--- src/rtl/fsa_line_edge.sv ---
// rtl/fsa_line_edge.sv - per-line multi-channel edge scanner with a 2-entry result FIFO
// Optional FSA_EDGE_COUNT_EN adds a saturating qualifying-pixel count to every channel field.
module fsa_line_edge #(
  parameter int C_PIXEL_WIDTH = 8,
  parameter int C_IMG_WW      = 12,
  parameter int C_IMG_HW      = 12,
  parameter int C_CH          = 2,
`ifdef FSA_EDGE_COUNT_EN
  localparam int F            = 3 * C_IMG_WW + 1,
`else
  localparam int F            = 2 * C_IMG_WW + 1,
`endif
  localparam int DW           = C_CH * F + C_IMG_HW + 1
) (
  input  logic                          clk,
  input  logic                          reset,
  input  logic [C_IMG_WW-1:0]           width,
  input  logic [C_IMG_HW-1:0]           height,
  input  logic [C_CH*C_PIXEL_WIDTH-1:0] ref_data,
  input  logic [C_IMG_WW-1:0]           win_l,
  input  logic [C_IMG_WW-1:0]           win_r,
  input  logic                          s_axis_tvalid,
  input  logic [C_PIXEL_WIDTH-1:0]      s_axis_tdata,
  input  logic                          s_axis_tuser,
  input  logic                          s_axis_tlast,
  output logic                          s_axis_tready,
  output logic                          m_axis_tvalid,
  output logic [DW-1:0]                 m_axis_tdata,
  output logic                          m_axis_tuser,
  output logic                          m_axis_tlast,
  input  logic                          m_axis_tready
);

  logic                          cfg_loaded;
  logic [C_IMG_WW-1:0]           sh_width;
  logic [C_IMG_HW-1:0]           sh_height;
  logic [C_CH*C_PIXEL_WIDTH-1:0] sh_ref;
  logic [C_IMG_WW-1:0]           sh_win_l;
  logic [C_IMG_WW-1:0]           sh_win_r;

  logic [C_IMG_WW-1:0]           col;
  logic [C_IMG_HW-1:0]           row;

  logic [C_CH*C_IMG_WW-1:0]      lft_q, lft_n;
  logic [C_CH*C_IMG_WW-1:0]      rt_q, rt_n;
  logic [C_CH-1:0]               found_q, found_n;
`ifdef FSA_EDGE_COUNT_EN
  logic [C_CH*C_IMG_WW-1:0]      cnt_q, cnt_n;
`endif
  logic [C_CH-1:0]               qual;

  logic                          accept;
  logic                          load;
  logic                          push;
  logic                          pop;
  logic [C_IMG_WW-1:0]           e_width;
  logic [C_IMG_HW-1:0]           e_height;
  logic [C_CH*C_PIXEL_WIDTH-1:0] e_ref;
  logic [C_IMG_WW-1:0]           e_win_l;
  logic [C_IMG_WW-1:0]           e_win_r;
  logic [C_IMG_WW-1:0]           e_col;
  logic [C_IMG_HW-1:0]           e_row;
  logic                          in_win;
  logic                          len_err;
  logic                          res_first;
  logic                          res_last;
  logic [DW-1:0]                 res_data;

  logic [DW+1:0]                 fifo_mem [2];
  logic                          wr_ptr;
  logic                          rd_ptr;
  logic [1:0]                    count;
  logic [1:0]                    count_n;
  logic                          ready_q;

  assign s_axis_tready = ready_q;
  assign m_axis_tvalid = (count != 2'd0);
  assign {m_axis_tuser, m_axis_tlast, m_axis_tdata} = fifo_mem[rd_ptr];

  // A config-loading beat is judged with the freshly sampled inputs, not the old shadow.
  always_comb begin
    accept   = s_axis_tvalid & ready_q;
    load     = accept & (s_axis_tuser | ~cfg_loaded);
    e_width  = load ? width    : sh_width;
    e_height = load ? height   : sh_height;
    e_ref    = load ? ref_data : sh_ref;
    e_win_l  = load ? win_l    : sh_win_l;
    e_win_r  = load ? win_r    : sh_win_r;
    e_col    = s_axis_tuser ? '0 : col;
    e_row    = s_axis_tuser ? '0 : row;
    in_win   = (e_col >= e_win_l) && (e_col <= e_win_r);

    res_data = '0;
    lft_n    = s_axis_tuser ? '0 : lft_q;
    rt_n     = s_axis_tuser ? '0 : rt_q;
    found_n  = s_axis_tuser ? '0 : found_q;
`ifdef FSA_EDGE_COUNT_EN
    cnt_n    = s_axis_tuser ? '0 : cnt_q;
`endif
    for (int k = 0; k < C_CH; k++) begin
      qual[k] = in_win && (s_axis_tdata < e_ref[k*C_PIXEL_WIDTH +: C_PIXEL_WIDTH]);
      if (qual[k]) begin
        if (!found_n[k]) begin
          lft_n[k*C_IMG_WW +: C_IMG_WW] = e_col;
        end
        rt_n[k*C_IMG_WW +: C_IMG_WW] = e_col;
        found_n[k] = 1'b1;
`ifdef FSA_EDGE_COUNT_EN
        if (cnt_n[k*C_IMG_WW +: C_IMG_WW] != {C_IMG_WW{1'b1}}) begin
          cnt_n[k*C_IMG_WW +: C_IMG_WW] = cnt_n[k*C_IMG_WW +: C_IMG_WW] + 1'b1;
        end
`endif
      end
      res_data[k*F +: C_IMG_WW]            = lft_n[k*C_IMG_WW +: C_IMG_WW];
      res_data[k*F + C_IMG_WW +: C_IMG_WW] = rt_n[k*C_IMG_WW +: C_IMG_WW];
      res_data[k*F + 2*C_IMG_WW]           = found_n[k];
`ifdef FSA_EDGE_COUNT_EN
      res_data[k*F + 2*C_IMG_WW + 1 +: C_IMG_WW] = cnt_n[k*C_IMG_WW +: C_IMG_WW];
`endif
    end

    len_err   = ({1'b0, e_col} + 1'b1) != {1'b0, e_width};
    res_first = (e_row == '0);
    res_last  = (e_row == e_height - 1'b1);
    res_data[C_CH*F +: C_IMG_HW] = e_row;
    res_data[DW-1]               = len_err;

    push    = accept & s_axis_tlast;
    pop     = m_axis_tvalid & m_axis_tready;
    count_n = count + {1'b0, push} - {1'b0, pop};
  end

  always_ff @(posedge clk) begin
    if (reset) begin
      cfg_loaded  <= 1'b0;
      sh_width    <= '0;
      sh_height   <= '0;
      sh_ref      <= '0;
      sh_win_l    <= '0;
      sh_win_r    <= '0;
      col         <= '0;
      row         <= '0;
      lft_q       <= '0;
      rt_q        <= '0;
      found_q     <= '0;
`ifdef FSA_EDGE_COUNT_EN
      cnt_q       <= '0;
`endif
      fifo_mem[0] <= '0;
      fifo_mem[1] <= '0;
      wr_ptr      <= 1'b0;
      rd_ptr      <= 1'b0;
      count       <= 2'd0;
      ready_q     <= 1'b0;
    end else begin
      if (load) begin
        cfg_loaded <= 1'b1;
        sh_width   <= width;
        sh_height  <= height;
        sh_ref     <= ref_data;
        sh_win_l   <= win_l;
        sh_win_r   <= win_r;
      end
      if (accept) begin
        if (s_axis_tlast) begin
          col     <= '0;
          row     <= res_last ? '0 : e_row + 1'b1;
          lft_q   <= '0;
          rt_q    <= '0;
          found_q <= '0;
`ifdef FSA_EDGE_COUNT_EN
          cnt_q   <= '0;
`endif
        end else begin
          // A line with no tlast parks at the last column instead of wrapping.
          col     <= (e_col == {C_IMG_WW{1'b1}}) ? e_col : e_col + 1'b1;
          row     <= e_row;
          lft_q   <= lft_n;
          rt_q    <= rt_n;
          found_q <= found_n;
`ifdef FSA_EDGE_COUNT_EN
          cnt_q   <= cnt_n;
`endif
        end
      end
      if (push) begin
        fifo_mem[wr_ptr] <= {res_first, res_last, res_data};
        wr_ptr           <= ~wr_ptr;
      end
      if (pop) begin
        rd_ptr <= ~rd_ptr;
      end
      count   <= count_n;
      ready_q <= (count_n != 2'd2);
    end
  end

endmodule

--- config.mk ---
export PLATFORM = sky130hd
export DESIGN_NAME = fsa_line_edge
export DESIGN_NICKNAME = d
export VERILOG_FILES = /design/src/rtl/fsa_line_edge.sv
export SDC_FILE = /design/constraint.sdc
export NUM_CORES = 1
export LEC_CHECK = 0
export BUFFER_PORTS_ARGS = -buffer_cell sky130_fd_sc_hd__clkbuf_2
export CAP_MARGIN = 20
export CORE_UTILIZATION = 35
export DETAILED_ROUTE_END_ITERATION = 12
export GPL_ROUTABILITY_DRIVEN = 0
export HOLD_SLACK_MARGIN = 0.05
export PLACE_DENSITY_LB_ADDON = 0.08
export REMOVE_ABC_BUFFERS = 1
export SYNTH_ARGS = -nofsm -noshare
export SYNTH_HDL_FRONTEND = slang
export SYNTH_SLANG_ARGS = --single-unit
--- constraint.sdc ---
create_clock -name clk -period 4.5 [get_ports clk]
set_input_delay 0.225 -clock clk [delete_from_list [all_inputs] [get_ports clk]]
set_output_delay 0.225 -clock clk [all_outputs]
set_load 0.005 [all_outputs]
==> impl_metrics.ini, run 1 <==
[pwr]
ir_drop_mv = 0.2826
power_w = 0.006843
power.leakage_nw = 6.486
power_per_cell_area_nw_per_um2 = 427.3

[finish]
final_common_cell = nor2_1
layout-drive-gt1-share_pct = 21.96
stdcell_area_um2 = 16020
instances_no_fill = 1908
fin_util_pct = 43.64
final_cell_mix = 226 x nor2_1, 144 x dfxtp_1, 144 x clkbuf_2
area_growth_pct = 22.49
final_nets = 1536

[logic_synthesis]
synth_edf_count = 130
synth_area_um2 = 13080
synth_cells = 1216
yosysWarnings = 0
yosysUniqueCellTypes = 69
ys_ff_latch = 275
synth.avg_cell_area_um2 = 10.75
ys_seq_area_share_pct = 52.06
synthArstFlopShare_pct = 0
synthFlopType = dfxtp_1

[clock_tree]
cts_buffers = 31
cts_buffer_depth = 3
cts_root_buf = clkbuf_16
h-tree-depth = 1
post_cts_buffers = 0
cts_tree = done
cts_sinks = 275
insertion_delay_ps = 570
clk_pin_slew_ps = 70

[sta]
relSlewSlack_pct = 24.61
period_share_pct = 88.48
period_needed_ps = 3981
hold_violations = 0
timing.fmax_mhz = 251.2
tightest_slew_ps = 1123
setup_viol = 0
finalSetupTns_ps = 0
maxSlewViolCount = 0
finClkSkew_ps = 11.33
grt_setup_unrepaired = no

[placed_design]
portBuffers = 144
dp_hpwl_um = 23950
dpl_cell_area_um2 = 14390
dp_cells = 1786

[floorplan]
core_um2 = 36700
fp.dieArea_um2 = 38130
die_y_um = 195.3
rows = 70
ios = 145
start_util_pct = 35.63
die_w_um = 195.3

[setup_path]
crit_type = reg2reg
end_kind = flop
arrival_ps = 4280
reg2reg_slack_ps = 520
timing.rr.start = s_axis_tready
critPathLaunchType = flop
critPathMaxFanout = 25
critPathLaunch = s_axis_tready
setup.worst_path.end = fifo_mem[1][41]
reg2reg_depth = 14
worstPathRequired_ps = 4800
r2r_end = fifo_mem[1][41]

[grt]
grt_max_degree = 88
track_usage_pct = 18.85
grt_first_pass_wirelength_um = 56190
grt-ovfl-total = 0
antenna_found_initial = 1
grt_pass1_vias = 9778

[routing]
drc = 0
antenna_left = 0
drtIter0Drc = 480
post_drt_wl_per_cell_um = 18.66
num_vias = 9667
vias_per_cell = 5.067
first_pass_iters = 4
wl_um = 35600

[run]
drv_cap = 0

[status]
outcome = finished, final reports clean

[hold_path]
hp-class = in2reg
## through the flow
stage                     hold slack (ps)  worst slack (ps)
after floorplan                     294.1            -242.9
after global placement              453.0             521.4
after detailed placement            455.8             403.2
after CTS                           63.93             471.7
after global routing                105.2             144.1
final                               70.88             518.5
## report_power, final
group | leakage, nW | internal [W] | switching, W
clock | 0.496 | 0.00142 | 0.00103
combinational | 3.46 | 0.000688 | 0.000837
sequential | 2.53 | 0.00280 | 0.0000661
total | 6.49 | 0.00491 | 0.00194
## worst max-delay path, cell delays in order (launching register included)
cell      delay (ps)
dfxtp_1          330
and2_2           220
nand2_8          210
buf_4            250
mux2i_1          270
ha_1             170
nand2_1           50
or3_1            400
a21oi_1          140
a211oi_1          70
o21ai_0          390
or2_1            520
buf_4            310
mux2i_1          260
nor2_1            80
## kinds of logic (layout without fill, tap and decap cells)
group	count (synthesis)	in the layout	synth area share, %
buffers and inverters	96	319	3.091
adder cells (fa/ha/maj)	44	44	4.211
AND/OR/NAND/NOR	409	409	14.48
AO/OA/AOI/OAI	178	178	9.416
flip-flops	275	275	52.06
XOR/XNOR	41	41	2.746
other	0	1	0
multiplexers	173	173	14.00
## worst min-delay path by stage
stage / slack [ps] / end / start / cells past startpoint
2_1_floorplan: 290 / col[1] / reset / 1
6_report: 70 / rd_ptr / m_axis_tready / 4
3_3_place_gp: 450 / sh_win_r[0] / sh_win_r[0] / 2
5_1_grt: 110 / rd_ptr / m_axis_tready / 4
3_5_place_dp: 460 / rt_q[19] / rt_q[19] / 1
4_1_cts: 60 / rd_ptr / m_axis_tready / 4
## cell usage after synthesis (17+ instances only)
master | count | share of area (%)
clkbuf_1 | 63 | 1.8
ha_1 | 44 | 4.2
nor2b_1 | 20 | 0.96
nand3_1 | 27 | 1.0
a21oi_1 | 48 | 1.8
nor2_1 | 226 | 6.5
nand2_1 | 42 | 1.2
xor2_1 | 17 | 1.1
xnor2_1 | 24 | 1.6
dfxtp_1 | 145 | 22
edfxtp_1 | 130 | 30
nor3_1 | 22 | 0.84
o21ai_0 | 26 | 1.0
mux2i_1 | 105 | 8.0
a22o_1 | 46 | 3.1
mux2_2 | 66 | 5.7
## routing by layer
metal | GRT usage, % | vias up | wire length [um]
li1 | - | 4774 | -
met1 | 26.24 | 4638 | 17090
met2 | 31.31 | 216 | 16490
met4 | 3.850 | 0 | 493
met3 | 2.383 | 39 | 1528
met5 | 0 | - | 0
## state kept, by name (all words and copies together) (netlist names), 12 cells and up, named ones only
name and count:
row 12, sh_win_l 12, lft_q 24, rt_q 24, sh_ref 16, sh_win_r 12
sh_height 12, fifo_mem 130, sh_width 12, col 12
## repair_timing
action / CTS / global route
hold buffers: 63 / 0
hold endpoints to repair: 70 / 0
gates resized for setup: 0 / 0
## area by class of cell
cell class	instances	area, um^2
inverters	11	41.29
diodes	1	2.502
multi-input cells	845	5883
clock buffers	49	935.9
fillers	3560	20680
well taps	468	585.6
clock inverters	9	57.56
repair buffers	250	1702
flip-flops and latches	275	6808
No activity file was read; power rests on OpenSTA's default activity.
==> run 2: changes to the inputs <==
--- a/config.mk
+++ b/config.mk
@@ -7,6 +7,8 @@
 export LEC_CHECK = 0
 export BUFFER_PORTS_ARGS = -buffer_cell sky130_fd_sc_hd__clkbuf_2
 export CAP_MARGIN = 20
+export CELL_PAD_IN_SITES_DETAIL_PLACEMENT = 0
+export CELL_PAD_IN_SITES_GLOBAL_PLACEMENT = 1
 export CORE_UTILIZATION = 35
 export DETAILED_ROUTE_END_ITERATION = 12
 export GPL_ROUTABILITY_DRIVEN = 0
==> run 2 against run 1 <==
Hold slack lost 5.2 ps. Setup slack got worse by 150 ps. Combinational power is essentially flat. Clock power rose by 9.3%. Cell area grew 0.50%. Power is 3.5% higher. Non-clock buffer count down 1. Largest power group unchanged. Highest routed layer unchanged.
==> impl_metrics.ini, run 2 (synthesis results as in run 1) <==
[status]
outcome = finished, final reports clean

[finish]
final_cell_mix = 226 x nor2_1, 144 x dfxtp_1, 143 x clkbuf_2
regMostFlops = fifo_mem
largest_reg_flops = 130
area_growth_pct = 23.10
instances_no_fill = 1910
stdcell_area_um2 = 16100
antenna_cells = 0
layout-drive-gt1-share_pct = 22.47
final_nets = 1538
final_common_cell = nor2_1
top_regs = fifo_mem x130, lft_q x24, rt_q x24

[sta]
setup_viol = 0
period_needed_ps = 4132
finClkSkew_ps = 12.24
maxSlewViolCount = 0
grt_setup_unrepaired = no
relSlewSlack_pct = 33.88
hold_violations = 0
fin_hold_ws_ps = 65.65
timing.fmax_mhz = 242.0
period_share_pct = 91.83
tightest_slew_ps = 988.2

[routing]
drtIter0Drc = 549
drc = 0
antenna_left = 0
wl_um = 36240
post_drt_wl_per_cell_um = 18.97
num_vias = 9740
vias_per_cell = 5.099
first_pass_iters = 5

[setup_path]
critPathMaxFanout = 25
critPathLaunchType = flop
arrival_ps = 4370
reg2reg_depth = 15
crit_type = reg2reg
worstPathRequired_ps = 4740
critPathLaunch = s_axis_tready
timing.rr.start = s_axis_tready
slowest_delay_ps = 620
worstPathCellList = and2_2 -> nand2_8 -> buf_4 -> mux2i_1 -> ha_1 -> nor2b_1 -> o21a_1 -> o21ai_0 -> a21oi_1 -> a211oi_1 -> o21ai_0 -> or2_1 -> buf_4 -> mux2i_1 -> nor2_1
slowest_stage = or2_1
end_kind = flop

[grt]
track_usage_pct = 19.02
antenna_found_initial = 0
grt_max_degree = 83
grt_first_pass_wirelength_um = 56350
grt-ovfl-total = 0
grt_pass1_vias = 9718

[clock_tree]
cts_tree = done
clk_pin_slew_ps = 60
cts_buffers = 34
post_cts_resized = 0
cts_buffer_depth = 3
cts_sinks = 275
cts_hold_buffers = 58
post_cts_buffers = 0
h-tree-depth = 2
insertion_delay_ps = 510
cts_root_buf = clkbuf_16

[pwr]
clock_power_share_pct = 38.0
sw_frac_of_total_pct = 27.96
power_per_cell_area_nw_per_um2 = 440.1
power.leakage_nw = 6.539
ir_drop_mv = 0.2149
comb_power_share_pct = 21.4
switchingPower_w = 0.001981
p_int_w = 0.005102
pwr-share-seq_pct = 40.6

[placed_design]
dp_cells = 1790
dpl_cell_area_um2 = 14410
dp_hpwl_um = 24190
portBuffers = 144

[hold_path]
whs_path_depth = 3
hp-class = in2reg
hold_start = height[9]

[floorplan]
die_w_um = 195.3
ios = 145
rows = 70
die_y_um = 195.3
start_util_pct = 35.63
core_um2 = 36700
fp.dieArea_um2 = 38130

[run]
drv_cap = 0
-- run 2: cell types whose count changed in the layout (fill, tap and decap cells not counted), sizes merged --
| cell | before | now |
|---|---|---|
| buf | 44 | 48 |
| bufinv | 0 | 1 |
| inv | 11 | 12 |
| diode | 1 | 0 |
| dlygate4sd3 | 63 | 58 |
| clkbuf | 192 | 194 |
-- run 2: area by class of cell --
class                   instances  area, um^2
flip-flops and latches        275        6808
repair buffers                249        1673
clock inverters                11       95.09
well taps                     468       585.6
inverters                      11       41.29
clock buffers                  51        1015
fillers                      3550       20600
multi-input cells             845        5878
-- run 2: power groups by stage --
stage / Clock, W / Combinational, W / Sequential, W
2_1_floorplan: 0 / 0.000903 / 0.00295
3_3_place_gp: 0 / 0.00150 / 0.00292
3_5_place_dp: 0 / 0.00151 / 0.00293
4_1_cts: 0.00276 / 0.00155 / 0.00288
5_1_grt: 0.00287 / 0.00167 / 0.00289
6_report: 0.00269 / 0.00152 / 0.00287
-- run 2: metrics by stage --
stage / setup TNS (ps) / worst slack, ps / util (%) / total power (W)
2_1_floorplan: -4129 / -242.9 / - / 0.003852
6_report: 0 / 367.8 / 43.86 / 0.007083
4_1_cts: 0 / 346.2 / 43.86 / 0.007189
3_5_place_dp: 0 / 313.4 / 39.25 / 0.004432
5_1_grt: 0 / 15.81 / 43.86 / 0.007431
3_3_place_gp: 0 / 316.1 / 39.22 / 0.004427
-- run 2: final timing paths --
kind                                        end  slack, ps
worst max-delay path            fifo_mem[1][38]        370
worst max register to register  fifo_mem[1][38]        370
worst min-delay path               sh_height[9]         70
worst min register to register          rt_q[8]        470
-- run 2: critical path: cells and delay by family (launching register included) --
kind	cells	cell delay (ps)
AND/OR/NAND/NOR	5	1270
AO/OA/AOI/OAI	5	970
buffers and inverters	2	560
multiplexers	2	440
flip-flops	1	320
adder cells (fa/ha/maj)	1	270
-- run 2: routing by layer --
layer / part of all wire (%) / routed length, um / track usage [%]
met1: 48 / 17380 / 25.92
met2: 47 / 16860 / 31.85
met3: 4.0 / 1460 / 2.867
met4: 1.5 / 548 / 3.995
met5: 0 / 0 / 0
